$ cat config.mk
export PLATFORM = sky130hd
export DESIGN_NAME = reg_file_multiport_flat
export DESIGN_NICKNAME = d
export VERILOG_FILES = /design/src/rtl/reg_file_multiport_if.sv /design/src/rtl/reg_file_multiport.sv /design/src/flat_wrapper.sv
export SDC_FILE = /design/constraint.sdc
export NUM_CORES = 1
export LEC_CHECK = 0
export BUFFER_PORTS_ARGS = -buffer_cell sky130_fd_sc_hd__buf_2
export CAP_MARGIN = 10
export CORE_ASPECT_RATIO = 0.6
export CORE_MARGIN = 2
export CORE_UTILIZATION = 32
export CTS_CLUSTER_SIZE = 28
export DETAILED_ROUTE_END_ITERATION = 10
export HOLD_SLACK_MARGIN = 0.05
export PLACE_DENSITY = 0.43
export SLEW_MARGIN = 20
export SYNTH_ARGS = -nofsm -noshare
export SYNTH_HDL_FRONTEND = slang
export SYNTH_SLANG_ARGS = --single-unit
$ cat constraint.sdc
create_clock -name Clock -period 4.61 [get_ports Clock]
set_input_delay 0.922 -clock Clock [delete_from_list [all_inputs] [get_ports Clock]]
set_output_delay 0.922 -clock Clock [all_outputs]
set_load 0.02 [all_outputs]
$ cat src/rtl/reg_file_multiport_if.sv
// reg_file_multiport_if
//  Bundles the register-file ports shared between decode/writeback and the register file.
//  master: the CPU side, which drives writes, reserves and read selects and receives read data.
//  slave : the register file itself.
//  Signals:
//   WriteEnable0/SelectInput0/In0  write port 0
//   WriteEnable1/SelectInput1/In1  write port 1 (wins over port 0 on the same address)
//   ReserveEnable/ReserveSelect    mark a register busy (pending producer)
//   SelectA/SelectB                read addresses
//   A/B, BusyA/BusyB               read data and busy bits
//  Timing contract: there is no valid/ready pair; every enable is sampled at each rising
//  Clock edge, and read outputs follow the selects combinationally or one edge later.
interface reg_file_multiport_if #(
    parameter int DATA_W = 16,
    parameter int ADDR_W = 4
);
    logic              WriteEnable0;
    logic [ADDR_W-1:0] SelectInput0;
    logic [DATA_W-1:0] In0;
    logic              WriteEnable1;
    logic [ADDR_W-1:0] SelectInput1;
    logic [DATA_W-1:0] In1;
    logic              ReserveEnable;
    logic [ADDR_W-1:0] ReserveSelect;
    logic [ADDR_W-1:0] SelectA;
    logic [ADDR_W-1:0] SelectB;
    logic [DATA_W-1:0] A;
    logic [DATA_W-1:0] B;
    logic              BusyA;
    logic              BusyB;

    modport master (
        output WriteEnable0, SelectInput0, In0,
        output WriteEnable1, SelectInput1, In1,
        output ReserveEnable, ReserveSelect,
        output SelectA, SelectB,
        input  A, B, BusyA, BusyB
    );

    modport slave (
        input  WriteEnable0, SelectInput0, In0,
        input  WriteEnable1, SelectInput1, In1,
        input  ReserveEnable, ReserveSelect,
        input  SelectA, SelectB,
        output A, B, BusyA, BusyB
    );
endinterface

$ cat src/rtl/reg_file_multiport.sv
// reg_file_multiport
//  CPU register file with two write ports, two read ports, optional write-to-read bypass,
//  optional hardwired-zero register 0, optional registered reads and per-register busy bits.
//  Ports:
//   Clock  rising-edge clock
//   Reset  asynchronous, active-low; clears registers, busy bits and read output registers
//   bus    reg_file_multiport_if.slave (write ports, reserve port, read ports A/B)
//  Parameters: DATA_W, ADDR_W (DEPTH = 2**ADDR_W), ZERO_REG, BYPASS, REG_READ.
module reg_file_multiport #(
    parameter int DATA_W   = 16,
    parameter int ADDR_W   = 4,
    parameter int ZERO_REG = 0,
    parameter int BYPASS   = 1,
    parameter int REG_READ = 0
) (
    input logic                  Clock,
    input logic                  Reset,
    reg_file_multiport_if.slave  bus
);
    localparam int DEPTH = 1 << ADDR_W;

    logic [DATA_W-1:0] registers [DEPTH];
    logic [DEPTH-1:0]  busy;
    logic [DEPTH-1:0]  busyNext;

    // Effective enables: with ZERO_REG, any access aimed at register 0 is dropped here so
    // neither the array nor the busy bits ever change for it.
    logic write0Ok;
    logic write1Ok;
    logic reserveOk;

    always_comb begin
        write0Ok  = bus.WriteEnable0;
        write1Ok  = bus.WriteEnable1;
        reserveOk = bus.ReserveEnable;
        if (ZERO_REG != 0) begin
            if (bus.SelectInput0 == '0)  write0Ok  = 1'b0;
            if (bus.SelectInput1 == '0)  write1Ok  = 1'b0;
            if (bus.ReserveSelect == '0) reserveOk = 1'b0;
        end
    end

    // Writes complete a producer and clear busy; a reserve in the same cycle is a newer
    // producer, so it is applied last and leaves the bit set.
    always_comb begin
        busyNext = busy;
        if (write0Ok)  busyNext[bus.SelectInput0]  = 1'b0;
        if (write1Ok)  busyNext[bus.SelectInput1]  = 1'b0;
        if (reserveOk) busyNext[bus.ReserveSelect] = 1'b1;
    end

    // Port 1 is assigned after port 0 so it wins on an address collision.
    always_ff @(posedge Clock or negedge Reset) begin
        if (!Reset) begin
            for (int i = 0; i < DEPTH; i++) registers[i] <= '0;
            busy <= '0;
        end else begin
            if (write0Ok) registers[bus.SelectInput0] <= bus.In0;
            if (write1Ok) registers[bus.SelectInput1] <= bus.In1;
            busy <= busyNext;
        end
    end

    // Read path value for the current cycle (what a combinational read shows).
    logic [DATA_W-1:0] dataA;
    logic [DATA_W-1:0] dataB;
    logic              busyRdA;
    logic              busyRdB;
    logic              hitA0, hitA1, hitB0, hitB1;

    always_comb begin
        hitA0   = (BYPASS != 0) && write0Ok && (bus.SelectInput0 == bus.SelectA);
        hitA1   = (BYPASS != 0) && write1Ok && (bus.SelectInput1 == bus.SelectA);
        dataA   = registers[bus.SelectA];
        busyRdA = busy[bus.SelectA];
        if (hitA1)      dataA = bus.In1;
        else if (hitA0) dataA = bus.In0;
        // A bypassed read reports busy as it will be after this edge.
        if (hitA0 || hitA1) busyRdA = busyNext[bus.SelectA];
        if ((ZERO_REG != 0) && (bus.SelectA == '0)) begin
            dataA   = '0;
            busyRdA = 1'b0;
        end
    end

    always_comb begin
        hitB0   = (BYPASS != 0) && write0Ok && (bus.SelectInput0 == bus.SelectB);
        hitB1   = (BYPASS != 0) && write1Ok && (bus.SelectInput1 == bus.SelectB);
        dataB   = registers[bus.SelectB];
        busyRdB = busy[bus.SelectB];
        if (hitB1)      dataB = bus.In1;
        else if (hitB0) dataB = bus.In0;
        if (hitB0 || hitB1) busyRdB = busyNext[bus.SelectB];
        if ((ZERO_REG != 0) && (bus.SelectB == '0)) begin
            dataB   = '0;
            busyRdB = 1'b0;
        end
    end

    generate
        if (REG_READ != 0) begin : g_regRead
            always_ff @(posedge Clock or negedge Reset) begin
                if (!Reset) begin
                    bus.A     <= '0;
                    bus.B     <= '0;
                    bus.BusyA <= 1'b0;
                    bus.BusyB <= 1'b0;
                end else begin
                    bus.A     <= dataA;
                    bus.B     <= dataB;
                    bus.BusyA <= busyRdA;
                    bus.BusyB <= busyRdB;
                end
            end
        end else begin : g_combRead
            // Gated by Reset so a bypassed write cannot leak out while reset is held.
            always_comb begin
                bus.A     = Reset ? dataA : '0;
                bus.B     = Reset ? dataB : '0;
                bus.BusyA = Reset && busyRdA;
                bus.BusyB = Reset && busyRdB;
            end
        end
    endgenerate
endmodule

$ cat src/flat_wrapper.sv
// flat-port wrapper written by rule: the top's interface ports become plain ports
module reg_file_multiport_flat 
#(
    parameter int DATA_W   = 16,
    parameter int ADDR_W   = 4,
    parameter int ZERO_REG = 0,
    parameter int BYPASS   = 1,
    parameter int REG_READ = 0
)
  (Clock, Reset, bus_WriteEnable0, bus_SelectInput0, bus_In0, bus_WriteEnable1, bus_SelectInput1, bus_In1, bus_ReserveEnable, bus_ReserveSelect, bus_SelectA, bus_SelectB, bus_A, bus_B, bus_BusyA, bus_BusyB);
  reg_file_multiport_if #(.DATA_W(DATA_W), .ADDR_W(ADDR_W)) bus_i ();
  input logic Clock;
  input logic Reset;
  input wire logic [$bits(bus_i.WriteEnable0)-1:0] bus_WriteEnable0;
  input wire logic [$bits(bus_i.SelectInput0)-1:0] bus_SelectInput0;
  input wire logic [$bits(bus_i.In0)-1:0] bus_In0;
  input wire logic [$bits(bus_i.WriteEnable1)-1:0] bus_WriteEnable1;
  input wire logic [$bits(bus_i.SelectInput1)-1:0] bus_SelectInput1;
  input wire logic [$bits(bus_i.In1)-1:0] bus_In1;
  input wire logic [$bits(bus_i.ReserveEnable)-1:0] bus_ReserveEnable;
  input wire logic [$bits(bus_i.ReserveSelect)-1:0] bus_ReserveSelect;
  input wire logic [$bits(bus_i.SelectA)-1:0] bus_SelectA;
  input wire logic [$bits(bus_i.SelectB)-1:0] bus_SelectB;
  output wire logic [$bits(bus_i.A)-1:0] bus_A;
  output wire logic [$bits(bus_i.B)-1:0] bus_B;
  output wire logic [$bits(bus_i.BusyA)-1:0] bus_BusyA;
  output wire logic [$bits(bus_i.BusyB)-1:0] bus_BusyB;
  assign bus_i.WriteEnable0 = bus_WriteEnable0;
  assign bus_i.SelectInput0 = bus_SelectInput0;
  assign bus_i.In0 = bus_In0;
  assign bus_i.WriteEnable1 = bus_WriteEnable1;
  assign bus_i.SelectInput1 = bus_SelectInput1;
  assign bus_i.In1 = bus_In1;
  assign bus_i.ReserveEnable = bus_ReserveEnable;
  assign bus_i.ReserveSelect = bus_ReserveSelect;
  assign bus_i.SelectA = bus_SelectA;
  assign bus_i.SelectB = bus_SelectB;
  assign bus_A = bus_i.A;
  assign bus_B = bus_i.B;
  assign bus_BusyA = bus_i.BusyA;
  assign bus_BusyB = bus_i.BusyB;
  reg_file_multiport #(.DATA_W(DATA_W), .ADDR_W(ADDR_W), .ZERO_REG(ZERO_REG), .BYPASS(BYPASS), .REG_READ(REG_READ)) u_core (.Clock(Clock), .Reset(Reset), .bus(bus_i));
endmodule
=== After elaboration in Yosys (flattened, before gate mapping) ===
Index checks and enable logic that the tools add are counted.

* $lt $le $gt $ge: 14
* Equality and inequality tests: 4
* Mux-type cells: 39
* Bitwise logic cells: 9
* Reductions and logical operators: 13

{| class="wikitable"
|+ Operator list
! cell !! number
|-
| bitwise mux 256 bit || 2
|-
| 2-to-1 mux 256 bit || 2
|-
| 2-to-1 mux 16 bit || 15
|-
| binary-select mux 16 bit (select 4 bit) || 2
|-
| demux 16 bit (select 4 bit) || 2
|-
| bitwise AND 16 bit || 2
|-
| inverter 16 bit || 2
|-
| less-than comparator 4 x 5 -> 1 bit (second input constant) || 5
|-
| >= comparator 5 bit (second input constant) || 4
|-
| inverter 4 -> 5 bit || 4
|-
| binary-select mux 1 bit (select 4 bit) || 4
|-
| equality test 4 bit || 4
|-
| bitwise OR 16 bit || 1
|-
| demux 1 bit (select 4 bit) || 3
|-
| >= comparator 4 x 1 -> 1 bit (second input constant) || 3
|-
| logical AND 1 bit || 11
|-
| less-than comparator 5 x 1 -> 1 bit (second input constant) || 2
|-
| 2-to-1 mux 1 bit || 9
|-
| logical OR 1 bit || 2
|}

* Flip-flop bits (word level): 272
* Input bits: 57

=== Logic depth before layout (Yosys ltp) ===
Gate-level depths: netlist of run 1.

* Depth after elaboration: 15
* Mapped depth: 9
* Depth with buffers taken out: 6

=== Least setup slack after synthesis of run 1 ===
OpenSTA, ideal clock, no wires.

* Path kind: input -> output
* Start: in bus_ReserveSelect[1]
* End: out bus_BusyA
* Arrival: 2,697 ps
* Data required time: 3,688 ps
* Slack: 991 ps
* Cell stages on the path: 7
* Path buffers: 1
* Cells stage by stage: buf_2 > or2b_1 > nor2_2 > a311o_2 > o221ai_2 > or4_4 > a2111oi_2

* Word-level cells in the longest chain between the ends: 10
* Elaborated cells on any way between the ends: 11
* Classes of those cells: 2 x order compare; 6 x mux; 1 x bitwise; 2 x reduce/logical

{| class="wikitable"
|+ RTL lines
! what !! RTL line !! text
|-
| start, declared || flat_wrapper.sv:21 || <nowiki>input wire logic [$bits(bus_i.ReserveSelect)-1:0] bus_ReserveSelect;</nowiki>
|-
| less-than comparator 4 x 5 -> 1 bit (implied by the code) or >= comparator 4 x 1 -> 1 bit (tied branches) || reg_file_multiport.sv:49 || <nowiki>if (reserveOk) busyNext[bus.ReserveSelect] = 1'b1;</nowiki>
|-
| logical AND 1 bit (implied by the code) || reg_file_multiport.sv:49 ||
|-
| 2-to-1 mux 1 bit (implied by the code) || reg_file_multiport.sv:49 ||
|-
| demux 1 bit (select 4 bit) (*) || -- ||
|-
| bitwise OR 16 bit (no source line) (*) || -- ||
|-
| 2-to-1 mux 16 bit (*) || reg_file_multiport.sv:49 ||
|-
| binary-select mux 1 bit (select 4 bit) (*) || reg_file_multiport.sv:79 || <nowiki>if (hitA0 || hitA1) busyRdA = busyNext[bus.SelectA];</nowiki>
|-
| 2-to-1 mux 1 bit (implied by the code) (*) || reg_file_multiport.sv:79 ||
|-
| 2-to-1 mux 1 bit (*) || reg_file_multiport.sv:79 ||
|-
| logical AND 1 bit (*) || reg_file_multiport.sv:120 || <nowiki>bus.BusyA = Reset && busyRdA;</nowiki>
|-
| end, declared || flat_wrapper.sv:26 || <nowiki>output wire logic [$bits(bus_i.BusyA)-1:0] bus_BusyA;</nowiki>
|}

Every way passes the cells marked *; elsewhere a longest branch is shown, timed or not. The select of a mux whose other input is x is not followed.

=== Worst setup path in the final report of run 1 ===
* Start: in bus_SelectA[0]
* End: out bus_A[4]

* Word-level cells in the longest chain between the ends: 7
* Elaborated cells on any way between the ends: 11
* Classes of those cells: 2 x eq/ne; 6 x mux; 1 x bitwise; 2 x reduce/logical

{| class="wikitable"
|+ RTL lines
! what !! RTL line !! text
|-
| start, declared || flat_wrapper.sv:22 || <nowiki>input wire logic [$bits(bus_i.SelectA)-1:0] bus_SelectA;</nowiki>
|-
| inverter 4 -> 5 bit (implied by the code) || reg_file_multiport.sv:74 || <nowiki>dataA = registers[bus.SelectA];</nowiki>
|-
| binary-select mux 16 bit (select 4 bit) || reg_file_multiport.sv:74 ||
|-
| 2-to-1 mux 16 bit (implied by the code) (2 in series) || reg_file_multiport.sv:74 ||
|-
| 2-to-1 mux 16 bit || reg_file_multiport.sv:77 || <nowiki>else if (hitA0) dataA = bus.In0;</nowiki>
|-
| 2-to-1 mux 16 bit (*) || reg_file_multiport.sv:76 || <nowiki>if (hitA1) dataA = bus.In1;</nowiki>
|-
| 2-to-1 mux 16 bit (*) || reg_file_multiport.sv:118 || <nowiki>bus.A = Reset ? dataA : '0;</nowiki>
|-
| end, declared || flat_wrapper.sv:24 || <nowiki>output wire logic [$bits(bus_i.A)-1:0] bus_A;</nowiki>
|}

Marks and branches as above.

==> results.yml, run 1 <==
synthesis:
  yosysTopAreaCell: "dfrtp_1"
  synth_nets: 1791
  yosysWarnings: 0
  postSynthCellCount: 1734
  yosys-top-cells-count: "dfrtp_1, mux2i_1, nand2_1, nor2_1, mux4_2"
  synthesis.area_sq_um: 18200
  ys_ff_latch: 272
  synthArstFlopShare_pct: 100
  synth.most_common_cell: "dfrtp_1"
  synth_area_leaders: "dfrtp_1, mux4_2, mux2i_1"
  synth_edf_count: 0
  ys.flop_type: "dfrtp_1"
  synth_top_area_share_pct: 37.4
  syn_area_per_cell_sq_um: 10.5
  ys_types: 61
  ys_seq_area_share_pct: 37.4
place:
  placed_cell_area_sq_um: 19400
  dp_slack_ps: 399
  portBuffers: 90
  gp_congestion: 0.876
  hpwlAfterDp_mm: 48.4
drt:
  wl_per_cell_um: 29.8
  drt-initial-drc-count: 1417
  vias_per_cell: 5.76
  drt.antenna.violating_nets: 0
  wl_mm: 74.7
  dr.pass1.iters: 5
  routed-via-count: 14400
  drc_errors: 0
final_layout:
  fin_area_sq_um: 20400
  fill_cells: 5550
  drive_gt1_share_pct: 23.7
  syn2layout_area_growth_pct: 12.3
  fin_nets: 1778
power:
  p_per_area_nw_per_um2: 415
  power_mw: 8.49
  ir_drop_mv: 0.228
  p_leak_nw: 8.39
clocking:
  clock-sinks: 272
  clkLatencyLatePin_ps: 600
  post_cts_buffers: 0
  clk_pin_slew_ps: 70
  cts_buffers: 30
  postCtsResizedCells: 0
  cts_hold_buf: 0
  clk_path_buf_depth: 3
  cts_root_buffer: "clkbuf_16"
  cts_tree: "built"
  h-tree-depth: 1
die:
  io_pins: 91
  die_area_sq_um: 58900
  die_h_um: 189
  coreArea_sq_um: 56000
  die_w_um: 312
  initial_core_util_pct: 32.5
  rows: 67
global_route:
  grt_pass1_wl_mm: 107
  grt_pass1_vias: 13900
  antenna_found_initial: 15
  grt_usage_pct: 25.3
  gr-total-overflow: 0
  grt_start_max_net_pins: 61
hold_path:
  hold_class: "input pin to async pin"
setup_path:
  path_class: "input pin to output port"
  startpoint_type: "input pin"
  required_ps: 3690
  crit_fanout: 25
  critPathCaptureType: "output port"
  cp.arrival_ps: 3300
sta:
  max_clock_freq_ghz: 0.237
  finalMaxSlewViolations: 0
  worstMarginPinSlew_ps: 992
  post-route-period-util_pct: 91.7
  hold_violations: 0
  layout_setup_ws_ps: 384
  fin_worst_skew_ps: 0
  setup_violations: 0
  rsz0062_at_grt: "false"
  layout_min_cycle_time_ps: 4230
  slew_headroom_pct: 33.8
  finalSetupTns_ps: 0
status:
  outcome: "completed"
run:
  cap_violations: 0
==> worst paths after layout <==
check / startpoint / end / slack [ps] / depth (start not counted)
max in group asynchronous: Reset / u_core.registers[43] / 2760 / 3
max: bus_SelectA[0] / bus_A[4] / 380 / 8
max reg2reg: u_core.busy[7] / u_core.busy[7] / 3720 / 2
min in group Clock: u_core.busy[5] / u_core.busy[5] / 580 / 2
min reg2reg: u_core.busy[5] / u_core.busy[5] / 580 / 2
min: Reset / u_core.busy[8] / 220 / 1
==> per-layer routing <==
| layer | wire, um | vias up | global-route usage, % |
|---|---|---|---|
| met5 | 73 | - | 0 |
| met4 | 1050 | 12 | 3.75 |
| met3 | 7430 | 77 | 8.06 |
| met2 | 30400 | 682 | 35.1 |
| met1 | 35700 | 7346 | 38.7 |
| li1 | - | 6318 | - |
==> flip-flops by register name, indices dropped and copies added, names as in the netlist <==
signal	cells
u_core.registers	256
u_core.busy	16
==> power breakdown <==
part	leakage, nW	switching [mW]	internal (mW)	total (mW)
Sequential	3.22	0.538	3.00	3.53
Clock	0.503	1.08	1.46	2.54
Combinational	4.67	1.16	1.25	2.42
Total	8.39	2.78	5.71	8.49
==> cell families (layout without fill, tap and decap cells) <==
| logic type | Yosys count | count (layout) | share of synthesized area, % |
|---|---|---|---|
| AOI/OAI and AO/OA | 364 | 364 | 11.1 |
| xor gates and xnor gates | 18 | 18 | 0.866 |
| buffers and inverters | 209 | 219 | 5.05 |
| DFF | 272 | 272 | 37.4 |
| muxes | 428 | 428 | 35.1 |
| other | 0 | 5 | 0 |
| and+or+nand+nor | 443 | 443 | 10.5 |
==> stage by stage <==
step / cells / hold WS (ps) / util (%)
2_1_floorplan: 1734 / 490 / -
3_3_place_gp: 2447 / 566 / 34.7
3_5_place_dp: 2448 / 562 / 34.7
4_1_cts: 2503 / 244 / 36.5
5_1_grt: 2503 / 244 / 36.5
6_report: 2508 / 224 / 36.5
==> worst max-delay path: stages <==
cell     delay [ps]
buf_4           450
xor2_1          130
nor3_1          260
and3_1          510
buf_4           220
nand2_1          80
a31oi_1         460
buf_2           260
==> placed cells by master (no fill, tap or decap), types with 6 or more instances in the layout <==
| cell type | instances |
|---|---|
| a31oi_1 | 33 |
| xor2_1 | 11 |
| nor2b_1 | 6 |
| mux4_2 | 168 |
| clkbuf_1 | 7 |
| buf_4 | 61 |
| and2_1 | 7 |
| buf_2 | 85 |
| clkbuf_8 | 8 |
| a21oi_1 | 164 |
| nor2_2 | 8 |
| nor2_1 | 175 |
| a32o_1 | 6 |
| mux2i_1 | 260 |
| buf_12 | 12 |
| o21ai_0 | 128 |
| nand3_1 | 9 |
| xnor2_1 | 7 |
| nand2_1 | 191 |
| dfrtp_1 | 272 |
| o22ai_1 | 6 |
| clkinv_2 | 7 |
| clkbuf_16 | 31 |
==> cell type report <==
class | instances | area, sq um | share of cell area (%)
Antenna cell | 5 | 12.5 | 0.0612
Clock buffer | 46 | 912 | 4.46
Clock inverter | 9 | 95.1 | 0.465
Inverter | 5 | 18.8 | 0.0918
Multi-Input combinational cell | 1253 | 10500 | 51.4
Sequential cell | 272 | 6810 | 33.3
Tap cell | 759 | 950 | 4.64
Timing Repair Buffer | 159 | 1140 | 5.57
No activity file was read; power rests on OpenSTA's default activity.
==> inputs of run 2 (changes only) <==
--- a/config.mk
+++ b/config.mk
@@ -8,7 +8,7 @@
 export BUFFER_PORTS_ARGS = -buffer_cell sky130_fd_sc_hd__buf_2
 export CAP_MARGIN = 10
 export CORE_ASPECT_RATIO = 0.6
-export CORE_MARGIN = 2
+export CORE_MARGIN = 5
 export CORE_UTILIZATION = 32
 export CTS_CLUSTER_SIZE = 28
 export DETAILED_ROUTE_END_ITERATION = 10
==> results.yml, run 2 (synthesis gave the netlist of run 1 again) <==
setup_path:
  slowest_delay_ps: 530
  crit_chain: "buf_4 > buf_12 > mux4_2 > mux4_2 > nand2_1 > a31oi_1 > buf_2"
  cp_top_family: "multiplexers"
  critPathCaptureType: "output port"
  crit_path_top_delay_cell: "mux4_2"
  startpoint_type: "input pin"
  crit_fanout: 21
  cp.arrival_ps: 3170
  cp.buffers_inverters: 3
  rrSetupSlack_ps: 3700
  required_ps: 3690
  crit_top_cell: "mux4_2"
  path_class: "input pin to output port"
drt:
  drt.antenna.violating_nets: 0
  vias_per_cell: 5.81
  drc_errors: 0
  routed-via-count: 14600
  wl_per_cell_um: 29.9
  dr.pass1.iters: 5
  drt-initial-drc-count: 1605
  wl_mm: 74.8
clocking:
  clk_pin_slew_ps: 60
  clk_path_buf_depth: 3
  h-tree-depth: 1
  cts_hold_buf: 0
  cts_root_buffer: "clkbuf_16"
  clock-sinks: 272
  cts_tree: "built"
  postCtsResizedCells: 0
  post_cts_buffers: 0
  cts_buffers: 31
  clkLatencyLatePin_ps: 610
global_route:
  gr-total-overflow: 0
  grt_pass1_vias: 13900
  antenna_found_initial: 15
  grt_usage_pct: 23.6
  grt_pass1_wl_mm: 108
  grt_start_max_net_pins: 50
sta:
  rsz0062_at_grt: "false"
  layout_min_cycle_time_ps: 4090
  worstMarginPinSlew_ps: 1150
  max_clock_freq_ghz: 0.245
  post-route-period-util_pct: 88.7
  finalMaxSlewViolations: 0
  fin_worst_skew_ps: 0
  hold_violations: 0
  setup_violations: 0
  finalSetupTns_ps: 0
  hold_slack_ps: 210
  slew_headroom_pct: 23.0
die:
  initial_core_util_pct: 32.4
  die_w_um: 318
  rows: 67
  die_h_um: 195
  die_area_sq_um: 61900
  coreArea_sq_um: 56100
  io_pins: 91
final_layout:
  syn2layout_area_growth_pct: 12.7
  largest_reg_flops: 256
  layout_common_cells: "dfrtp_1, mux2i_1, nand2_1"
  final_common_cell: "dfrtp_1"
  regMostFlops: "u_core.registers"
  fin_nets: 1781
  top_regs: "u_core.registers x256, u_core.busy x16"
  fill_cells: 5478
  drive_gt1_share_pct: 23.9
run:
  cap_violations: 0
power:
  p_per_area_nw_per_um2: 424
  ir_drop_mv: 0.322
  p_leak_nw: 8.43
status:
  outcome: "completed"
place:
  portBuffers: 90
  hpwlAfterDp_mm: 48.2
  gp_congestion: 0.926
hold_path:
  hold_class: "input pin to async pin"
## run 2: changes by cell type in the layout (fill, tap and decap cells not counted), sizes merged
cell,delta
clkinv,-3
clkinvlp,+1
buf,+2
bufinv,+4
inv,+2
diode,-3
clkbuf,-4
## run 2: final timing paths
kind	from	to	cells after the start
max	bus_SelectA[0]	bus_A[13]	7
min reg2reg	u_core.registers[52]	u_core.registers[52]	2
max in group asynchronous	Reset	u_core.registers[249]	3
min	Reset	u_core.busy[14]	1
max reg2reg	u_core.registers[159]	u_core.registers[159]	2
min in group Clock	bus_ReserveSelect[3]	u_core.busy[5]	2
## run 2: layer usage
metal	vias up	wire [um]	global-route usage [%]
met1	7539	35200	36.2
met3	82	7330	6.91
met4	22	972	2.93
met5	-	228	1.07
met2	627	31100	33.6
li1	6308	-	-
## run 2: report_power, final
group	internal, mW	switching (mW)
logic	1.25	1.11
registers	3.00	0.554
clock network	1.66	1.12
total	5.91	2.79
## run 2: area by class of cell
type	instances	area (sq um)	area share (%)
Antenna cell	2	5.00	0.0244
Clock buffer	42	877	4.28
Clock inverter	13	225	1.10
Inverter	5	18.8	0.0915
Multi-Input combinational cell	1253	10500	51.2
Sequential cell	272	6810	33.2
Tap cell	759	950	4.63
Timing Repair Buffer	161	1120	5.46
## run 2: metrics by stage
| stage | worst slack, ps | instances | utilization, % | instance area (sq um) | power [mW] |
|---|---|---|---|---|---|
| 3_3_place_gp | 502 | 2450 | 34.6 | 19400 | 5.86 |
| 3_5_place_dp | 477 | 2450 | 34.6 | 19400 | 5.90 |
| 6_report | 522 | 2507 | 36.6 | 20500 | 8.69 |
| 4_1_cts | 475 | 2505 | 36.6 | 20500 | 8.71 |
| 5_1_grt | 411 | 2505 | 36.6 | 20500 | 9.10 |
| 2_1_floorplan | 991 | 1734 | - | 18200 | 5.10 |
## run 2: worst register-to-register path, cell delays in order (launching register included)
cell and delay, ps:
dfrtp_1 420, mux2i_1 260, a21oi_1 110
==> inputs of run 3 (changes only) <==
==> constraint.sdc (replaced) <==
create_clock -name Clock -period 3.9 [get_ports Clock]
set_input_delay 0.78 -clock Clock [delete_from_list [all_inputs] [get_ports Clock]]
set_output_delay 0.78 -clock Clock [all_outputs]
set_load 0.02 [all_outputs]
==> results.yml, run 3 (synthesis gave the netlist of run 1 again) <==
status:
  outcome: "completed"
final_layout:
  fin_area_sq_um: 20700
  fill_cells: 5465
  syn2layout_area_growth_pct: 13.5
  fin_util_pct: 36.8
  layout_common_cells: "dfrtp_1, mux2i_1, nand2_1"
  regMostFlops: "u_core.registers"
  num_antenna_cells: 0
  regArea_sq_um: 6810
  multi_input_area_sq_um: 10500
  fin_nets: 1793
  drive_gt1_share_pct: 24.4
  final_common_cell: "dfrtp_1"
  largest_reg_flops: 256
  top_regs: "u_core.registers x256, u_core.busy x16"
sta:
  hold_violations: 0
  rsz0062_at_grt: "false"
  slew_headroom_pct: 39.6
  max_clock_freq_ghz: 0.262
  finalSetupTns_ps: 0
  layout_setup_ws_ps: 84.7
  fin_worst_skew_ps: 0
  layout_min_cycle_time_ps: 3820
  setup_violations: 0
  post-route-period-util_pct: 97.8
  worstMarginPinSlew_ps: 906
  finalMaxSlewViolations: 0
setup_path:
  crit_fanout: 23
  rr_worst_depth: 2
  startpoint: "bus_SelectA[0]"
  timing.rr.start: "u_core.busy[7]"
  path_class: "input pin to output port"
  cp.arrival_ps: 3040
  required_ps: 3120
  critPathCaptureType: "output port"
  startpoint_type: "input pin"
  reg2reg_to: "u_core.busy[7]"
  rrSetupSlack_ps: 2940
  setup.worst_path.end: "bus_A[0]"
die:
  die_w_um: 318
  die_h_um: 195
  coreArea_sq_um: 56100
  rows: 67
  io_pins: 91
  die_area_sq_um: 61900
  initial_core_util_pct: 32.4
clocking:
  clock-sinks: 272
  clk_pin_slew_ps: 70
  h-tree-depth: 1
  postCtsResizedCells: 0
  cts_hold_buf: 0
  clk_path_buf_depth: 3
  cts_buffers: 30
  post_cts_buffers: 0
  clkLatencyLatePin_ps: 570
  cts_tree: "built"
  cts_root_buffer: "clkbuf_16"
place:
  placed_cell_area_sq_um: 19600
  portBuffers: 90
  dp_slack_ps: 78.0
  gp_congestion: 0.907
  hpwlAfterDp_mm: 48.9
global_route:
  grt_start_max_net_pins: 47
  gr-total-overflow: 0
  grt_pass1_wl_mm: 108
  antenna_found_initial: 15
  grt_pass1_vias: 14100
  grt_usage_pct: 23.7
drt:
  dr.pass1.iters: 5
  vias_per_cell: 5.80
  drt-initial-drc-count: 1468
  drc_errors: 0
  wl_met1_mm: 35.8
  drt.antenna.violating_nets: 0
  met2_length_mm: 30.4
  routed-via-count: 14600
  wl_met3_mm: 7.45
  top_layer: "met5"
  wl_mm: 75.2
  wl_per_cell_um: 29.9
power:
  p_leak_nw: 8.50
  ir_drop_mv: 0.301
  p_per_area_nw_per_um2: 489
hold_path:
  hold_class: "input pin to async pin"
run:
  cap_violations: 0
[run 3: area by class of cell]
| cell class | instances | share of cell area (%) |
|---|---|---|
| sequential | 272 | 32.9 |
| inverter | 5 | 0.0908 |
| multi-input combinational | 1253 | 50.9 |
| tap | 759 | 4.60 |
| clock buffer | 42 | 4.15 |
| timing repair buffer | 174 | 6.50 |
| clock inverter | 14 | 0.854 |
[run 3: per-stage QoR]
stage          total power [mW]  hold WS [ps]  instances
4_1_cts                    10.1          69.4       2519
3_5_place_dp               7.02           585       2463
6_report                   10.1          84.1       2519
2_1_floorplan              6.03           484       1734
3_3_place_gp               6.98           568       2463
5_1_grt                    10.6          75.7       2519
[run 3: routing by layer]
metal	vias to the layer above	track usage [%]
met5	-	0
met4	18	4.04
met3	121	7.54
met2	671	32.9
met1	7442	36.6
li1	6359	-
[run 3: report_power, final]
| part | total [mW] | switching [mW] | leakage (nW) | internal [mW] |
|---|---|---|---|---|
| registers | 4.20 | 0.659 | 3.22 | 3.54 |
| clock network | 3.08 | 1.29 | 0.511 | 1.79 |
| logic | 2.83 | 1.34 | 4.77 | 1.50 |
| total | 10.1 | 3.28 | 8.50 | 6.83 |
[run 3: worst max-delay path: stages]
cell and delay (ps):
buf_4 460, buf_4 300, mux4_2 530, mux4_2 490, nand2_1 100, a31oi_1 140
buf_2 210
[run 3: worst min-delay path by stage]
stage	slack (ps)	endpoint	cells past startpoint
3_5_place_dp	590	u_core.registers[156]	2
5_1_grt	80	u_core.registers[127]	1
2_1_floorplan	480	u_core.busy[0]	0
4_1_cts	70	u_core.registers[127]	1
3_3_place_gp	570	u_core.registers[56]	2
6_report	80	u_core.registers[127]	1
